### config.mk
export PLATFORM = sky130hd
export DESIGN_NAME = async_fifo_rd_ctrl
export DESIGN_NICKNAME = d
export VERILOG_FILES = /design/src/rtl/fifo_pkg.sv /design/src/rtl/gray_sync.sv /design/src/rtl/async_fifo_rd_ctrl.sv
export SDC_FILE = /design/constraint.sdc
export NUM_CORES = 1
export LEC_CHECK = 0
export CORE_ASPECT_RATIO = 0.9
export CORE_MARGIN = 4
export CORE_UTILIZATION = 45
export DETAILED_ROUTE_END_ITERATION = 10
export PLACE_DENSITY = 0.76
export SLEW_MARGIN = 10
export SYNTH_ARGS = -nofsm -noshare
export SYNTH_HDL_FRONTEND = slang
export SYNTH_HIERARCHICAL = 1
export SYNTH_SLANG_ARGS = --single-unit
### constraint.sdc
create_clock -name clock -period 2.6 [get_ports clock]
set_clock_uncertainty 0.15 [all_clocks]
set_input_delay 0.52 -clock clock [delete_from_list [all_inputs] [get_ports clock]]
set_output_delay 0.52 -clock clock [all_outputs]
set_load 0.02 [all_outputs]
### src/rtl/fifo_pkg.sv
// rtl/fifo_pkg.sv - shared pointer types and Gray/binary helpers for the dual-clock FIFO
package fifo_pkg;

    // Default FIFO address width; ptr_t carries one extra wrap bit.
    localparam int FIFO_ADDR_WIDTH = 3;

    // Occupancy limit of the read-side output buffer.
    localparam int OUT_BUF_DEPTH = 2;

    // Widest pointer the helpers accept; narrower pointers are zero-extended.
    localparam int GRAY_W = 32;

    typedef logic [FIFO_ADDR_WIDTH:0] ptr_t;

    // Binary to Gray: each Gray bit is the XOR of adjacent binary bits.
    // Zero-extension of a narrower operand does not change the result bits.
    function automatic logic [GRAY_W-1:0] bin2gray(input logic [GRAY_W-1:0] bin);
        return bin ^ (bin >> 1);
    endfunction

    // Gray to binary: each binary bit is the XOR of all Gray bits at or above it.
    // Zero-extended upper bits contribute nothing to the narrow result.
    function automatic logic [GRAY_W-1:0] gray2bin(input logic [GRAY_W-1:0] gray);
        logic [GRAY_W-1:0] bin;
        bin = gray;
        for (int i = GRAY_W - 2; i >= 0; i--) begin
            bin[i] = bin[i+1] ^ gray[i];
        end
        return bin;
    endfunction

endpackage

### src/rtl/gray_sync.sv
// rtl/gray_sync.sv - multi-flop vector synchronizer for Gray-coded pointers
module gray_sync #(
    parameter int WIDTH       = 4,
    parameter int SYNC_STAGES = 2
) (
    input  logic             clock,
    input  logic             reset,
    input  logic [WIDTH-1:0] din,
    output logic [WIDTH-1:0] dout
);

    logic [WIDTH-1:0] stage [SYNC_STAGES];

    // Shift the asynchronous Gray vector through the flop chain; only one bit
    // changes per pointer step, so any sampled value is old or new, never mixed.
    always_ff @(posedge clock or posedge reset) begin
        if (reset) begin
            for (int i = 0; i < SYNC_STAGES; i++) begin
                stage[i] <= '0;
            end
        end else begin
            stage[0] <= din;
            for (int i = 1; i < SYNC_STAGES; i++) begin
                stage[i] <= stage[i-1];
            end
        end
    end

    assign dout = stage[SYNC_STAGES-1];

endmodule

### src/rtl/async_fifo_rd_ctrl.sv
// rtl/async_fifo_rd_ctrl.sv - read-domain controller of the dual-clock FIFO with streaming output buffer
module async_fifo_rd_ctrl
    import fifo_pkg::*;
#(
    parameter int ADDR_WIDTH  = FIFO_ADDR_WIDTH,
    parameter int DATA_WIDTH  = 8,
    parameter int SYNC_STAGES = 2
) (
    input  logic                  clock,
    input  logic                  reset,
    input  logic [ADDR_WIDTH:0]   wr_gray_in,
    output logic [ADDR_WIDTH:0]   rd_gray_out,
    output logic                  ram_rd_en,
    output logic [ADDR_WIDTH-1:0] ram_rd_addr,
    input  logic [DATA_WIDTH-1:0] ram_rd_data,
    output logic                  src_valid,
    output logic [DATA_WIDTH-1:0] src_data,
    input  logic                  src_ready,
    output logic [ADDR_WIDTH:0]   fill_level,
    output logic                  level_err
);

    localparam int PTR_W = ADDR_WIDTH + 1;
    localparam int DEPTH = 1 << ADDR_WIDTH;

    logic [PTR_W-1:0]      wr_gray_sync;
    logic [PTR_W-1:0]      wr_bin;
    logic [PTR_W-1:0]      rd_ptr;
    logic [PTR_W-1:0]      level_diff;
    logic                  pend;
    logic                  empty;
    logic                  pop;
    logic                  issue;
    logic [2:0]            occ_after_pop;
    logic [1:0]            buf_cnt;
    logic [DATA_WIDTH-1:0] buf_mem [OUT_BUF_DEPTH];

    gray_sync #(
        .WIDTH       (PTR_W),
        .SYNC_STAGES (SYNC_STAGES)
    ) u_wr_sync (
        .clock (clock),
        .reset (reset),
        .din   (wr_gray_in),
        .dout  (wr_gray_sync)
    );

    // Decode the synchronized write pointer and decide whether to issue a RAM read.
    // A read is issued only if the word it returns is guaranteed a buffer slot,
    // counting the read already in flight and any word leaving this cycle.
    always_comb begin
        wr_bin        = PTR_W'(gray2bin(GRAY_W'(wr_gray_sync)));
        empty         = (wr_bin == rd_ptr);
        pop           = src_valid && src_ready;
        occ_after_pop = 3'(buf_cnt) + 3'(pend) - 3'(pop);
        issue         = !empty && (occ_after_pop < 3'(OUT_BUF_DEPTH));
        level_diff    = wr_bin - rd_ptr;
    end

    assign ram_rd_en   = issue;
    assign ram_rd_addr = rd_ptr[ADDR_WIDTH-1:0];
    assign src_valid   = (buf_cnt != 2'd0);
    assign src_data    = buf_mem[0];

    // Advance the read pointer on issue, track the in-flight read, and publish the
    // Gray pointer one cycle later; the slot is released at issue because the RAM
    // read completes before the writer can observe the new pointer.
    always_ff @(posedge clock or posedge reset) begin
        if (reset) begin
            rd_ptr      <= '0;
            rd_gray_out <= '0;
            pend        <= 1'b0;
        end else begin
            if (issue) begin
                rd_ptr <= rd_ptr + PTR_W'(1);
            end
            rd_gray_out <= PTR_W'(bin2gray(GRAY_W'(rd_ptr)));
            pend        <= issue;
        end
    end

    // Two-entry output buffer: entry 0 is the head presented on the source port;
    // capture and pop in the same cycle keep the count and the word order.
    always_ff @(posedge clock or posedge reset) begin
        if (reset) begin
            buf_cnt    <= 2'd0;
            buf_mem[0] <= '0;
            buf_mem[1] <= '0;
        end else begin
            case ({pend, pop})
                2'b01: begin
                    buf_mem[0] <= buf_mem[1];
                    buf_cnt    <= buf_cnt - 2'd1;
                end
                2'b10: begin
                    buf_mem[buf_cnt[0]] <= ram_rd_data;
                    buf_cnt             <= buf_cnt + 2'd1;
                end
                2'b11: begin
                    if (buf_cnt == 2'd1) begin
                        buf_mem[0] <= ram_rd_data;
                    end else begin
                        buf_mem[0] <= buf_mem[1];
                        buf_mem[1] <= ram_rd_data;
                    end
                end
                default: begin
                end
            endcase
        end
    end

    // Register the unissued-entry count; a distance beyond DEPTH can only come from
    // a corrupted or multi-bit-changed Gray input and is latched until reset.
    always_ff @(posedge clock or posedge reset) begin
        if (reset) begin
            fill_level <= '0;
            level_err  <= 1'b0;
        end else begin
            fill_level <= level_diff;
            if (level_diff > PTR_W'(DEPTH)) begin
                level_err <= 1'b1;
            end
        end
    end

endmodule

Yosys cells after proc, flatten, opt, wreduce, memory -nomap -nowiden
Cells that the tools add are included.
Storage, ports and cells
  register bits: 40
  input bits: 15
  logic and storage cells: 48
Cells by class
  add/sub/neg operators: 6
  $lt $le $gt $ge: 4
  eq/ne operators: 6
  muxes and demuxes: 8
  bitwise operators: 5
  reduce and logical (&&, ||, !) cells: 9
Operator list (count)
  $mux 8: 3
  $pmux 8 s3: 1
  $bwmux 16: 1
  $pmux 8 s2: 1
  $demux 8 s1: 1
  $reduce_bool 2->1: 3
  $add 4x1->4 const B: 1
  $eq 2x1->1 const B: 2
  $eq 2x2->1 const B: 2
  $eq 4x4->1: 1
  $gt 4x4->1 const B: 1
  $pmux 2 s2: 1
  $sub 4x4->4: 1
  $xor 4x3->4: 1
  $add 2x1->3: 1
  $logic_and 1x1->1: 3
  $lt 3x2->1 const B: 1
  $reduce_bool 3->1: 1
  $sub 3x1->3: 1
  $xor 1x1->1: 3
  $add 2x1->2 const B: 1
  $ge 2x2->1 const B: 1
  $lt 2x1->1 const B: 1
  $ne 2x2->1 const B: 1
  other kinds (4): 4

Logic depth before layout (Yosys ltp)
Gate-level depths: netlist (run 1).
  depth in word-level cells: 7
  gate-level depth with buffers: 11
  gate-level depth less buffers: 11

By module
Netlist (run 1), hierarchy kept.
By module, submodules not included
  async_fifo_rd_ctrl: times used 1, cells each 125, area each 1569.0 um2, sequential area each 800.8 um2
  gray_sync: times used 1, cells each 13, area each 234.0 um2, sequential area each 200.2 um2

Worst setup path after synthesis (run 1)
OpenSTA, ideal clock, no wires.
  kind: reg-to-output
  start point: register buf_cnt[0]
  end point: output port ram_rd_en
  arrival time: 2.275 ns
  required time: 1.930 ns
  setup slack: -0.345 ns
  cell stages (with the launch flop): 10
  cell sequence: dfrtp_1 > inv_1 > ha_1 > inv_1 > nand2_1 > nor2_1 > o21ai_0 > fa_1 > xor2_1 > a211oi_4
Between the ends
  cells in the longest elaborated chain, start to end: 5
RTL lines
  start, declared: line async_fifo_rd_ctrl.sv:35  | logic [1:0] buf_cnt;
  start signal, assigned: line async_fifo_rd_ctrl.sv:93  | buf_cnt <= buf_cnt - 2'd1;
  start signal, assigned: line async_fifo_rd_ctrl.sv:97  | buf_cnt <= buf_cnt + 2'd1;
  $reduce_bool 2->1: line async_fifo_rd_ctrl.sv:62  | assign src_valid = (buf_cnt != 2'd0);
  via src_valid: line async_fifo_rd_ctrl.sv:16  | output logic src_valid,
  $logic_and 1x1->1: line async_fifo_rd_ctrl.sv:54  | pop = src_valid && src_ready;
  $sub 3x1->3: line async_fifo_rd_ctrl.sv:55  | occ_after_pop = 3'(buf_cnt) + 3'(pend) - 3'(pop);
  $lt 3x2->1: line async_fifo_rd_ctrl.sv:56  | issue = !empty && (occ_after_pop < 3'(OUT_BUF_DEPTH));
  $logic_and 1x1->1: line async_fifo_rd_ctrl.sv:56
  end, declared: line async_fifo_rd_ctrl.sv:13  | output logic ram_rd_en,
The timed path passes the listed nets, and every way through them passes these cells.

Final worst setup path (run 1)
  start point: register u_wr_sync.stage, in the netlist u_wr_sync/dout[2]
  end point: output port ram_rd_en
Between the ends
  cells in the longest elaborated chain, start to end: 6
RTL lines
  start, declared: line gray_sync.sv:12  | logic [WIDTH-1:0] stage [SYNC_STAGES];
  start signal, assigned by index: line gray_sync.sv:24  | stage[i] <= stage[i-1];
  $xor 1x1->1 *: line fifo_pkg.sv:27  | bin[i] = bin[i+1] ^ gray[i];
  $xor 1x1->1 (2 in a row): line fifo_pkg.sv:27
  $eq 4x4->1 *: line async_fifo_rd_ctrl.sv:53  | empty = (wr_bin == rd_ptr);
  $logic_not 1->1 *: line async_fifo_rd_ctrl.sv:56
  $logic_and 1x1->1 *: line async_fifo_rd_ctrl.sv:56
Every way passes the cells marked *; elsewhere a longest branch is shown, timed or not.

==> metrics.md, run 1 <==
| Metric | Value |
|---|---|
| Buffer depth of the longest clock path | 2 |
| Post-Syn Instances | 138 |
| Top cells by area, synth | dfrtp_1, buf_4, ha_1, mux2_2, a221o_1 |
| Initial Util | 47.65% |
| CTS H-tree depth | 2 |
| Later-pin clock latency in the skew report | 0.29 ns |
| Largest family of logic cells by synthesized area | compound AO/OA/AOI/OAI gates |
| FMAX | 0.3494 GHz |
| Mapped Area | 1803 µm² |
| Yosys warnings | 6 |
| Cell taking the most area after synthesis | dfrtp_1 |
| Vias per cell | 5.030 |
| Routability cong. | 0.7852 |
| Slowest CP cell | dfrtp_1 |
| Vias in the first global route | 1292 |
| Drt pass-1 iters | 4 |
| Mux cell area share after synthesis | 4.997% |
| Net Count, Synth | 164 |
| IO Pins | 37 |
| Sequential fraction of the synthesis area | 55.52% |
| Layout cells sized above 1 | 31.41% |
| Post-synth top flop | dfrtp_1 |
| Pre-CTS setup slack | -0.8864 ns |
| Final setup violation count | 1 |
| P&R area growth vs syn | 37.82% |
| Die height | 68.05 µm |
| Tcrit/Tclk final | 110.1% |
| Minimum clock period after layout | 2.862 ns |
| Synth unique cells | 26 |
| Root buffer cell | clkbuf_8 |
| Final hold vios | 0 |
| Slew @ Worst Pin | 0.5666 ns |
| Simple-gate share of the synthesized area | 6.593% |
| Relative slew slack | 62.09% |
| First-pass GRT wire length | 6210 µm |
| Element type at the critical path end | primary output |
| FF-to-FF path depth | 10 |
| Slowest Stage Delay on Critical Path | 0.43 ns |
| Post-Synth Adder-Cell Area | 8.466% |
| Crit path from | u_wr_sync/dout[2] |
| Vias | 1192 |
| Final net count | 216 |
| Synth Register Bits | 40 |
| Total CTS buffers | 5 |
| Synth Area per Inst | 13.07 µm² |
| Number of buffers added on ports | 36 |
| Post-synth ARST share | 100.0% |
| Status | finished with violations |
| Violated checks | negative setup slack |
| Antenna violations before repair | 0 |
| Core Box Area | 3784 µm² |
| Crit path depth | 7 |
| Critical path cell sequence | xor2_4 > xor2_2 > xnor2_1 > ha_1 > and3_4 > a211oi_4 > buf_6 |
| Clk slew on worst S/H paths | 0.07 ns |
| Routed Wire Length | 3614 µm |
| Rows | 21 |
| Post-route setup slack | -0.2619 ns |
| Die Area | 5085 µm² |
| Total clock sinks | 40 |
| Startpoint class of the critical path | flop |
| WP buf/inv | 1 |
| Unrepaired setup endpoints after global routing | true |
| Fin area | 2485 µm² |
| Post-synth top area share | 55.52% |
| Initial drt markers | 67 |
| Post-synth top cells | dfrtp_1, buf_4, inv_1, ha_1 |
| CTS tree | done |
| Max FO, Critical Path | 3 |
| Global Route Usage Sum | 16.67% |
| CP Data Arrival Time | 2.19 ns |
| Min-Delay Path Class | reg -> reg |
| Post-DP Area | 2335 µm² |
| Power Density | 1400 nW/µm² |
| CP endpoint | ram_rd_en |
| Largest delay share family, worst path | XOR/XNOR gates |
| Critical Path RT | 1.93 ns |
| Worst r2r src | u_wr_sync/dout[2] |
| Post-synth EDFFs | 0 |
| Setup slack, reg-to-reg | 0.10 ns |
| Antenna diodes | 0 |
| Max-slew violations | 0 |
| Reg2reg end | rd_ptr[3] |
| Die extent in x | 74.72 µm |
| VDD IR-drop max | 0.5945 mV |
| Total grt overflow | 0 |
| Wire per inst | 15.25 µm |
| Post-synthesis compound-gate area fraction | 9.577% |
| Max cap viols | 0 |
| Post-Synth XOR/XNOR Area | 6.315% |
| Leakage | 0.001100 µW |
| Largest net degree at the start of global routing | 33 |
| ANT nets after route | 0 |
| DP Wirelength | 2734 µm |
| Most frequent cell after synthesis | dfrtp_1 |
| DRC | 0 |
| Critical path class | reg -> out |
## where the power goes
| part | internal (µW) | total, µW | switching, µW | leakage (µW) |
|---|---|---|---|---|
| clock | 242 | 443 | 201 | 0.0000515 |
| combinational | 1040 | 2020 | 982 | 0.000576 |
| sequential | 889 | 1010 | 123 | 0.000473 |
## routing by layer
metal	global-route usage, %	share of wire [%]	up-vias
met5	0	0	-
met4	6.667	1.3	0
met3	4.112	4.2	5
met2	28.84	54	33
met1	19.92	40	597
li1	-	-	557
## cell type report
type,count,area (µm²)
clock buffers,8,100.1
fillers,281,1299
inverters,11,46.29
multi-input cells,72,734.5
flip-flops and latches,40,1002
well taps,46,57.56
repair buffers,60,544.3
## worst reg2reg max path: stages, from the launching register on
cell      delay, ns
dfrtp_1        0.43
xor2_4         0.21
xor2_2         0.20
xnor2_1        0.14
ha_1           0.31
and3_4         0.19
a211oi_4       0.27
buf_4          0.15
buf_4          0.13
nand3_2        0.08
xnor2_1        0.12
## kinds of logic (layout without fill, tap and decap cells)
logic type,Yosys count,in the layout
flops,40,40
buf+inv,26,79
compound gates,20,20
simple gates,20,20
xor+xnor,13,13
fa+ha+maj,11,11
mux,8,8
## through the flow
| step | hold WS [ns] | util, % | power (µW) | TNS, ns | instances |
|---|---|---|---|---|---|
| detailed placement | 0.1863 | 61.71 | 2948 | -1.503 | 226 |
| floorplan | 0.1812 | - | 2231 | -0.003066 | 138 |
| CTS | 0.2019 | 65.31 | 3486 | -0.2362 | 237 |
| global placement | 0.1818 | 61.71 | 2842 | -1.263 | 226 |
| finish | 0.2009 | 65.67 | 3479 | -0.2619 | 237 |
| global route | 0.2088 | 65.67 | 3724 | -0.3296 | 237 |
## cells in the final DEF (no fill, tap or decap), types with 2 or more instances in the layout
cell and instances:
a21o_1 2, a21oi_1 2, a221o_1 8, buf_4 23
buf_6 2, clkbuf_8 7, clkdlybuf4s50_1 34, dfrtp_1 39
fa_2 2, ha_1 8, inv_1 7, inv_2 3
mux2_2 8, nand2_1 3, nor2b_1 7, o21ai_0 2
o21ai_2 2, xnor2_1 6, xor2_1 4, xor2_2 2
## sequential cells by signal (all words and copies together), names as in the netlist
name / cells
buf_mem: 8
src_data: 8
fill_level: 4
rd_gray_out: 4
rd_ptr: 4
u_wr_sync/dout: 4
u_wr_sync/stage: 4
buf_cnt: 2
level_err: 1
pend: 1
## what timing repair did
item                                    in CTS  in global routing
gates resized for setup                     11                  3
pin swaps                                    4                  1
buffers inserted                             3                  0
endpoints found under the setup margin       1                  4
hold buffers                                 0                  0
## how the worst min path moves through the flow
stage	start	endpoint	slack, ns	depth (start not counted)
global route	u_wr_sync/stage[4]	u_wr_sync/dout[0]	0.21	0
detailed placement	u_wr_sync/stage[4]	u_wr_sync/dout[0]	0.19	0
finish	u_wr_sync/stage[5]	u_wr_sync/dout[1]	0.20	0
global placement	u_wr_sync/stage[6]	u_wr_sync/dout[2]	0.18	0
floorplan	u_wr_sync/stage[4]	u_wr_sync/dout[0]	0.18	0
CTS	u_wr_sync/stage[4]	u_wr_sync/dout[0]	0.20	0
No activity file was read; power rests on OpenSTA's default activity.
==> run 2, diff against run 1 <==
--- a/config.mk
+++ b/config.mk
@@ -7,9 +7,9 @@
 export LEC_CHECK = 0
 export CORE_ASPECT_RATIO = 0.9
 export CORE_MARGIN = 4
-export CORE_UTILIZATION = 45
+export CORE_UTILIZATION = 48
 export DETAILED_ROUTE_END_ITERATION = 10
-export PLACE_DENSITY = 0.76
+export PLACE_DENSITY = 0.78
 export SLEW_MARGIN = 10
 export SYNTH_ARGS = -nofsm -noshare
 export SYNTH_HDL_FRONTEND = slang
==> constraint.sdc (replaced) <==
create_clock -name clock -period 3.1 [get_ports clock]
set_clock_uncertainty 0.15 [all_clocks]
set_input_delay 0.62 -clock clock [delete_from_list [all_inputs] [get_ports clock]]
set_output_delay 0.62 -clock clock [all_outputs]
set_load 0.02 [all_outputs]
==> run 2 against run 1 <==
Against the previous run:
- the run now ends clean
- sequential power decreased by 14%
- critical path depth increased by 3
- register-to-register slack improved by 0.48 ns
- final cell count decreased by 5.1%
- first-iteration DRC count increased by 25%
- combinational power decreased by 26%
- core utilization increased by 1.5 points
- critical path type unchanged
- critical endpoint unchanged
- largest power group unchanged
==> metrics.md, run 2 (synthesis gave the netlist of run 1 again) <==
| Metric | Value |
|---|---|
| Worst r2r src | u_wr_sync/dout[2] (unchanged) |
| Total Power | 2777 µW (was 3479 µW) |
| Reg2reg end | level_err (was rd_ptr[3]) |
| Vias in the first global route | 1256 (was 1292) |
| Vias per cell | 5.080 (was 5.030) |
| Crit path from | buf_cnt[0] (was u_wr_sync/dout[2]) |
| Tcrit/Tclk final | 96.43% |
| Wire per inst | 15.13 µm (was 15.25 µm) |
| First-pass GRT wire length | 5754 µm (was 6210 µm) |
| Total clock sinks | 40 (unchanged) |
| Power Density | 1181 nW/µm² (was 1400 nW/µm²) |
| FMAX | 0.3345 GHz |
| Root buffer cell | clkbuf_8 (unchanged) |
| Largest net degree at the start of global routing | 33 (unchanged) |
| Slew @ Worst Pin | 0.6655 ns (was 0.5666 ns) |
| Post-route insts no fill | 225 (was 237) |
| Leakage | 0.001047 µW (was 0.001100 µW) |
| Clk slew on worst S/H paths | 0.07 ns (about the same) |
| P_int | 1727 µW (was 2173 µW) |
| CTS H-tree depth | 2 (unchanged) |
| IO Pins | 37 (unchanged) |
| Drt pass-1 iters | 4 (unchanged) |
| Critical path class | reg -> out (unchanged) |
| Relative slew slack | 55.55% (was 62.09%) |
| Total CTS buffers | 5 (unchanged) |
| Most common cell after layout, fill and taps aside | dfrtp_1 (unchanged) |
| Routed Wire Length | 3405 µm (was 3614 µm) |
| Max FO, Critical Path | 3 (unchanged) |
| Layout cells sized above 1 | 23.76% (was 31.41%) |
| FF-to-FF path depth | 9 (was 10) |
| Routability cong. | 0.7308 (was 0.7852) |
| NetSw | 1050 µW (was 1306 µW) |
| Min-Delay Path Class | reg -> reg (unchanged) |
| Initial drt markers | 84 (was 67) |
| CP Data Arrival Time | 2.22 ns (was 2.19 ns) |
| Antenna diodes | 0 (unchanged) |
| Final setup violation count | 0 (was 1) |
| Die Area | 4802 µm² (was 5085 µm²) |
| Max-slew violations | 0 (unchanged) |
| Total grt overflow | 0 (unchanged) |
| Net Sw Frac | 37.82% (was 37.54%) |
| ANT nets after route | 0 (unchanged) |
| Die height | 66.15 µm (was 68.05 µm) |
| VDD IR-drop max | 0.6102 mV (was 0.5945 mV) |
| Minimum clock period after layout | 2.989 ns |
| Clk pwr share | 15.0% (was 12.7%) |
| Worst hold slack | 0.2043 ns (was 0.2009 ns) |
| Most frequent cells in the layout | dfrtp_1, clkdlybuf4s50_1, buf_4 (unchanged) |
| Post-CTS Setup Bufs | 0 (was 3) |
| Core Box Area | 3503 µm² (was 3784 µm²) |
| Final net count | 206 (was 216) |
| Status | complete, no violations (was finished with violations) |
| Final hold vios | 0 (unchanged) |
| Critical Path RT | 2.33 ns (was 1.93 ns) |
| DRC | 0 (unchanged) |
| Die extent in x | 72.61 µm (was 74.72 µm) |
| Vias | 1143 (was 1192) |
| Setup slack, reg-to-reg | 0.58 ns (was 0.10 ns) |
| Global Route Usage Sum | 16.20% (was 16.67%) |
| CTS tree | done (unchanged) |
| Max cap viols | 0 (unchanged) |
| CP endpoint | ram_rd_en (unchanged) |
| Later-pin clock latency in the skew report | 0.29 ns (about the same) |
| Antenna violations before repair | 0 (unchanged) |
| Pre-CTS setup slack | -0.6523 ns (was -0.8864 ns) |
| DP Wirelength | 2551 µm (was 2734 µm) |
| Rows | 20 (was 21) |
| Post-route setup slack | 0.1108 ns (was -0.2619 ns) |
| Number of buffers added on ports | 36 (unchanged) |
| Element type at the critical path end | primary output (unchanged) |
| Inst Count DP | 217 (was 226) |
| Startpoint class of the critical path | flop (unchanged) |
| Flop pwr share | 31.3% (was 29.1%) |
| P&R area growth vs syn | 30.47% (was 37.82%) |
| Logic pwr share | 53.7% (was 58.2%) |
| Buffer depth of the longest clock path | 2 (unchanged) |
| Initial Util | 51.46% (was 47.65%) |
## run 2: power by group through the flow
stage          registers [µW]  clock network [µW]  logic (µW)
5_1_grt                   901                 454        1620
6_report                  869                 418        1490
3_3_place_gp              864                   0        1380
3_5_place_dp              879                   0        1450
4_1_cts                   870                 430        1470
2_1_floorplan             926                   0         878
## run 2: metrics by stage
| stage | setup TNS [ns] | utilization (%) | instance area [µm²] |
|---|---|---|---|
| after global placement | -0.5842 | 63.11 | 2211 |
| after floorplan | 0 | - | 1803 |
| after CTS | 0 | 66.36 | 2325 |
| after global routing | -0.007124 | 67.14 | 2352 |
| after detailed placement | -0.6523 | 63.11 | 2211 |
| final | 0 | 67.14 | 2352 |
## run 2: worst min-delay path by stage
stage | start | slack (ns) | cells after the start | to
floorplan | u_wr_sync/stage[4] | 0.18 | 0 | u_wr_sync/dout[0]
global placement | u_wr_sync/stage[4] | 0.18 | 0 | u_wr_sync/dout[0]
detailed placement | u_wr_sync/stage[5] | 0.19 | 0 | u_wr_sync/dout[1]
CTS | u_wr_sync/stage[5] | 0.20 | 0 | u_wr_sync/dout[1]
global route | u_wr_sync/stage[4] | 0.21 | 0 | u_wr_sync/dout[0]
finish | u_wr_sync/stage[5] | 0.20 | 0 | u_wr_sync/dout[1]
## run 2: metal layers
metal	vias up	GRT usage [%]	part of all wire [%]
met5	-	0	0
met4	0	6.912	2.2
met3	8	5.623	4.5
met2	24	28.38	52
met1	576	17.67	41
li1	535	-	-
## run 2: layout make-up
cell class,count,area (µm²)
tap,44,55.05
clock inverter,3,42.54
inverter,11,41.29
fill,257,1151
timing repair buffer,50,465.4
clock buffer,5,68.82
multi-input combinational,72,678.2
sequential,40,1001
## run 2: timing repair
item / 4_1_cts / 5_1_grt
resized for setup: 8 / 9
pin swaps: 1 / 5
setup endpoints to repair: 1 / 1
hold buffers: 0 / 0
## run 2: worst max-delay path, stage by stage (launching register included)
cell and delay [ns]:
dfrtp_1 0.38, inv_1 0.08, ha_2 0.20, inv_2 0.05
nand2_2 0.09, nor2_4 0.05, buf_4 0.13, fa_2 0.36
xor2_2 0.17, a211oi_4 0.26, buf_6 0.16
==> run 3, diff against run 2 <==
--- a/config.mk
+++ b/config.mk
@@ -10,6 +10,7 @@
 export CORE_UTILIZATION = 48
 export DETAILED_ROUTE_END_ITERATION = 10
 export PLACE_DENSITY = 0.78
+export SETUP_SLACK_MARGIN = 0.3
 export SLEW_MARGIN = 10
 export SYNTH_ARGS = -nofsm -noshare
 export SYNTH_HDL_FRONTEND = slang
==> run 3 against run 2 <==
Against the previous run:
- via count is 1.0% lower
- combinational power is 3% higher
- largest power group unchanged
- sequential share of layout area is 0.92 points lower
- worst setup slack better by 0.066 ns
- first-iteration DRC count is 31% lower
- critical path type unchanged
==> metrics.md, run 3 (synthesis gave the netlist of run 1 again) <==
| Metric | Value |
|---|---|
| Buffer depth of the longest clock path | 2 (unchanged) |
| Root buffer cell | clkbuf_8 (unchanged) |
| Antenna violations before repair | 0 (unchanged) |
| Post-DP Area | 2225 µm² (was 2211 µm²) |
| CTS H-tree depth | 2 (unchanged) |
| Slew @ Worst Pin | 0.6427 ns (was 0.6655 ns) |
| P_int | 1804 µW (was 1727 µW) |
| Leakage | 0.001065 µW (was 0.001047 µW) |
| Max cap viols | 0 (unchanged) |
| Critical path class | reg -> out (unchanged) |
| Die height | 66.15 µm (unchanged) |
| Logic pwr share | 53.5% (was 53.7%) |
| Post-route insts no fill | 226 (was 225) |
| Slowest CP cell | dfrtp_2 (was dfrtp_1) |
| IO Pins | 37 (unchanged) |
| WP buf/inv | 3 (was 4) |
| DRC | 0 (unchanged) |
| Fin area | 2407 µm² (was 2352 µm²) |
| Max-slew violations | 0 (unchanged) |
| Final net count | 207 (was 206) |
| Fill cells | 248 (was 257) |
| ANT nets after route | 0 (unchanged) |
| Unrepaired setup endpoints after global routing | true |
| Core Box Area | 3503 µm² (unchanged) |
| Final hold vios | 0 (unchanged) |
| Critical Path RT | 2.33 ns (about the same) |
| Die extent in x | 72.61 µm (unchanged) |
| Antenna diodes | 0 (unchanged) |
| Drt pass-1 iters | 4 (unchanged) |
| Worst hold slack | 0.2019 ns (was 0.2043 ns) |
| Wire per inst | 14.58 µm (was 15.13 µm) |
| Clk slew on worst S/H paths | 0.08 ns (was 0.07 ns) |
| Net Sw Frac | 36.95% (was 37.82%) |
| Critical path cell sequence | inv_2 > ha_4 > inv_4 > a21oi_2 > o21ai_2 > fa_2 > xor2_2 > a211oi_4 > buf_6 (was inv_1 > ha_2 > inv_2 > nand2_2 > nor2_4 > buf_4 > fa_2 > xor2_2 > a211oi_4 > buf_6) |
| Number of buffers added on ports | 36 (unchanged) |
| Initial drt markers | 58 (was 84) |
| Routed Wire Length | 3296 µm (was 3405 µm) |
| Total grt overflow | 0 (unchanged) |
| Most common cell after layout, fill and taps aside | dfrtp_1 (unchanged) |
| Minimum clock period after layout | 2.924 ns (was 2.989 ns) |
| FMAX | 0.3420 GHz (was 0.3345 GHz) |
| Clk pwr share | 16.1% (was 15.0%) |
| Global Route Usage Sum | 16.29% (was 16.20%) |
| Initial Util | 51.46% (unchanged) |
| P&R area growth vs syn | 33.52% (was 30.47%) |
| DP Wirelength | 2424 µm (was 2551 µm) |
| Total CTS buffers | 5 (unchanged) |
| CP Data Arrival Time | 2.15 ns (was 2.22 ns) |
| NetSw | 1057 µW (was 1050 µW) |
| Startpoint class of the critical path | flop (unchanged) |
| Slowest Stage Delay on Critical Path | 0.41 ns (was 0.38 ns) |
| Hold Buf Count CTS | 0 (unchanged) |
| Layout cells sized above 1 | 26.92% (was 23.76%) |
| Power Density | 1189 nW/µm² (was 1181 nW/µm²) |
| First-pass GRT wire length | 5837 µm (was 5754 µm) |
| CTS tree | done (unchanged) |
| Status | complete, no violations (unchanged) |
| Vias per cell | 5.004 (was 5.080) |
| Inst Count DP | 215 (was 217) |
| VDD IR-drop max | 0.5443 mV (was 0.6102 mV) |
| Total clock sinks | 40 (unchanged) |
| Final setup violation count | 0 (unchanged) |
| Element type at the critical path end | primary output (unchanged) |
| Flop pwr share | 30.4% (was 31.3%) |
| Largest delay share family, worst path | adder cells (unchanged) |
| Largest net degree at the start of global routing | 18 (was 33) |
| Vias | 1131 (was 1143) |
| Min-Delay Path Class | reg -> reg (unchanged) |
| Max FO, Critical Path | 3 (unchanged) |
| Rows | 20 (unchanged) |
| Later-pin clock latency in the skew report | 0.30 ns (was 0.29 ns) |
| Routability cong. | 0.7238 (was 0.7308) |
| Most frequent cells in the layout | dfrtp_1, clkdlybuf4s50_1, buf_4 (unchanged) |
| Tcrit/Tclk final | 94.31% (was 96.43%) |
| Die Area | 4802 µm² (unchanged) |
| Vias in the first global route | 1211 (was 1256) |
| Relative slew slack | 57.11% (was 55.55%) |
| Setup slack, reg-to-reg | 0.62 ns (was 0.58 ns) |
## run 3: path summary, 6_finish.rpt
check                                   startpoint                 end  cells after the start
worst max-delay path                    buf_cnt[0]           ram_rd_en                      9
worst min-delay path            u_wr_sync/stage[4]   u_wr_sync/dout[0]                      0
worst max register to register   u_wr_sync/dout[2]           level_err                      9
worst min register to register  u_wr_sync/stage[4]   u_wr_sync/dout[0]                      0
max in group asynchronous                    reset          buf_cnt[0]                      3
min in group asynchronous                    reset  u_wr_sync/stage[5]                      2
## run 3: area by class of cell
cell class,instances,area (µm²),area share [%]
clock inverters,1,30.03,1.247
multi-input cells,72,705.7,29.31
well taps,44,55.05,2.287
flip-flops and latches,40,1002,41.63
inverters,11,43.79,1.819
repair buffers,51,474.2,19.70
clock buffers,7,96.34,4.002
## run 3: power groups by stage
stage | Combinational [µW] | Clock (µW) | Sequential [µW]
finish | 1530 | 460 | 869
global route | 1670 | 500 | 896
CTS | 1530 | 471 | 871
detailed placement | 1450 | 0 | 879
global placement | 1390 | 0 | 864
floorplan | 901 | 0 | 932
## run 3: stage by stage
| step | setup TNS [ns] | total power [µW] | worst slack [ns] | utilization (%) |
|---|---|---|---|---|
| floorplan | 0 | 1832 | 0.3165 | - |
| global placement | -0.5535 | 2257 | -0.5535 | 63.50 |
| detailed placement | -0.5965 | 2326 | -0.5965 | 63.50 |
| CTS | 0 | 2875 | 0.1672 | 68.61 |
| global route | 0 | 3066 | 0.07496 | 68.71 |
| finish | 0 | 2861 | 0.1764 | 68.71 |
## run 3: what timing repair did
action	in CTS	in global routing
endpoints found under the setup margin	1	1
resized for setup	15	1
pin swaps	6	5
setup buffers	3	0
## run 3: per-layer routing
layer,wire (µm),track usage [%]
met1,1449,20.32
met2,1639,26.46
met3,148,5.015
met4,58,6.221
met5,0,0
## run 3: worst register-to-register path, delay by kind of cell (launching register included)
| kind | cells | cell delay (ns) |
|---|---|---|
| xor gates and xnor gates | 4 | 0.74 |
| adders and majority gates | 2 | 0.55 |
| DFF | 1 | 0.40 |
| and+or+nand+nor | 1 | 0.31 |
| AOI/OAI and AO/OA | 1 | 0.18 |
| buffers and inverters | 1 | 0.06 |
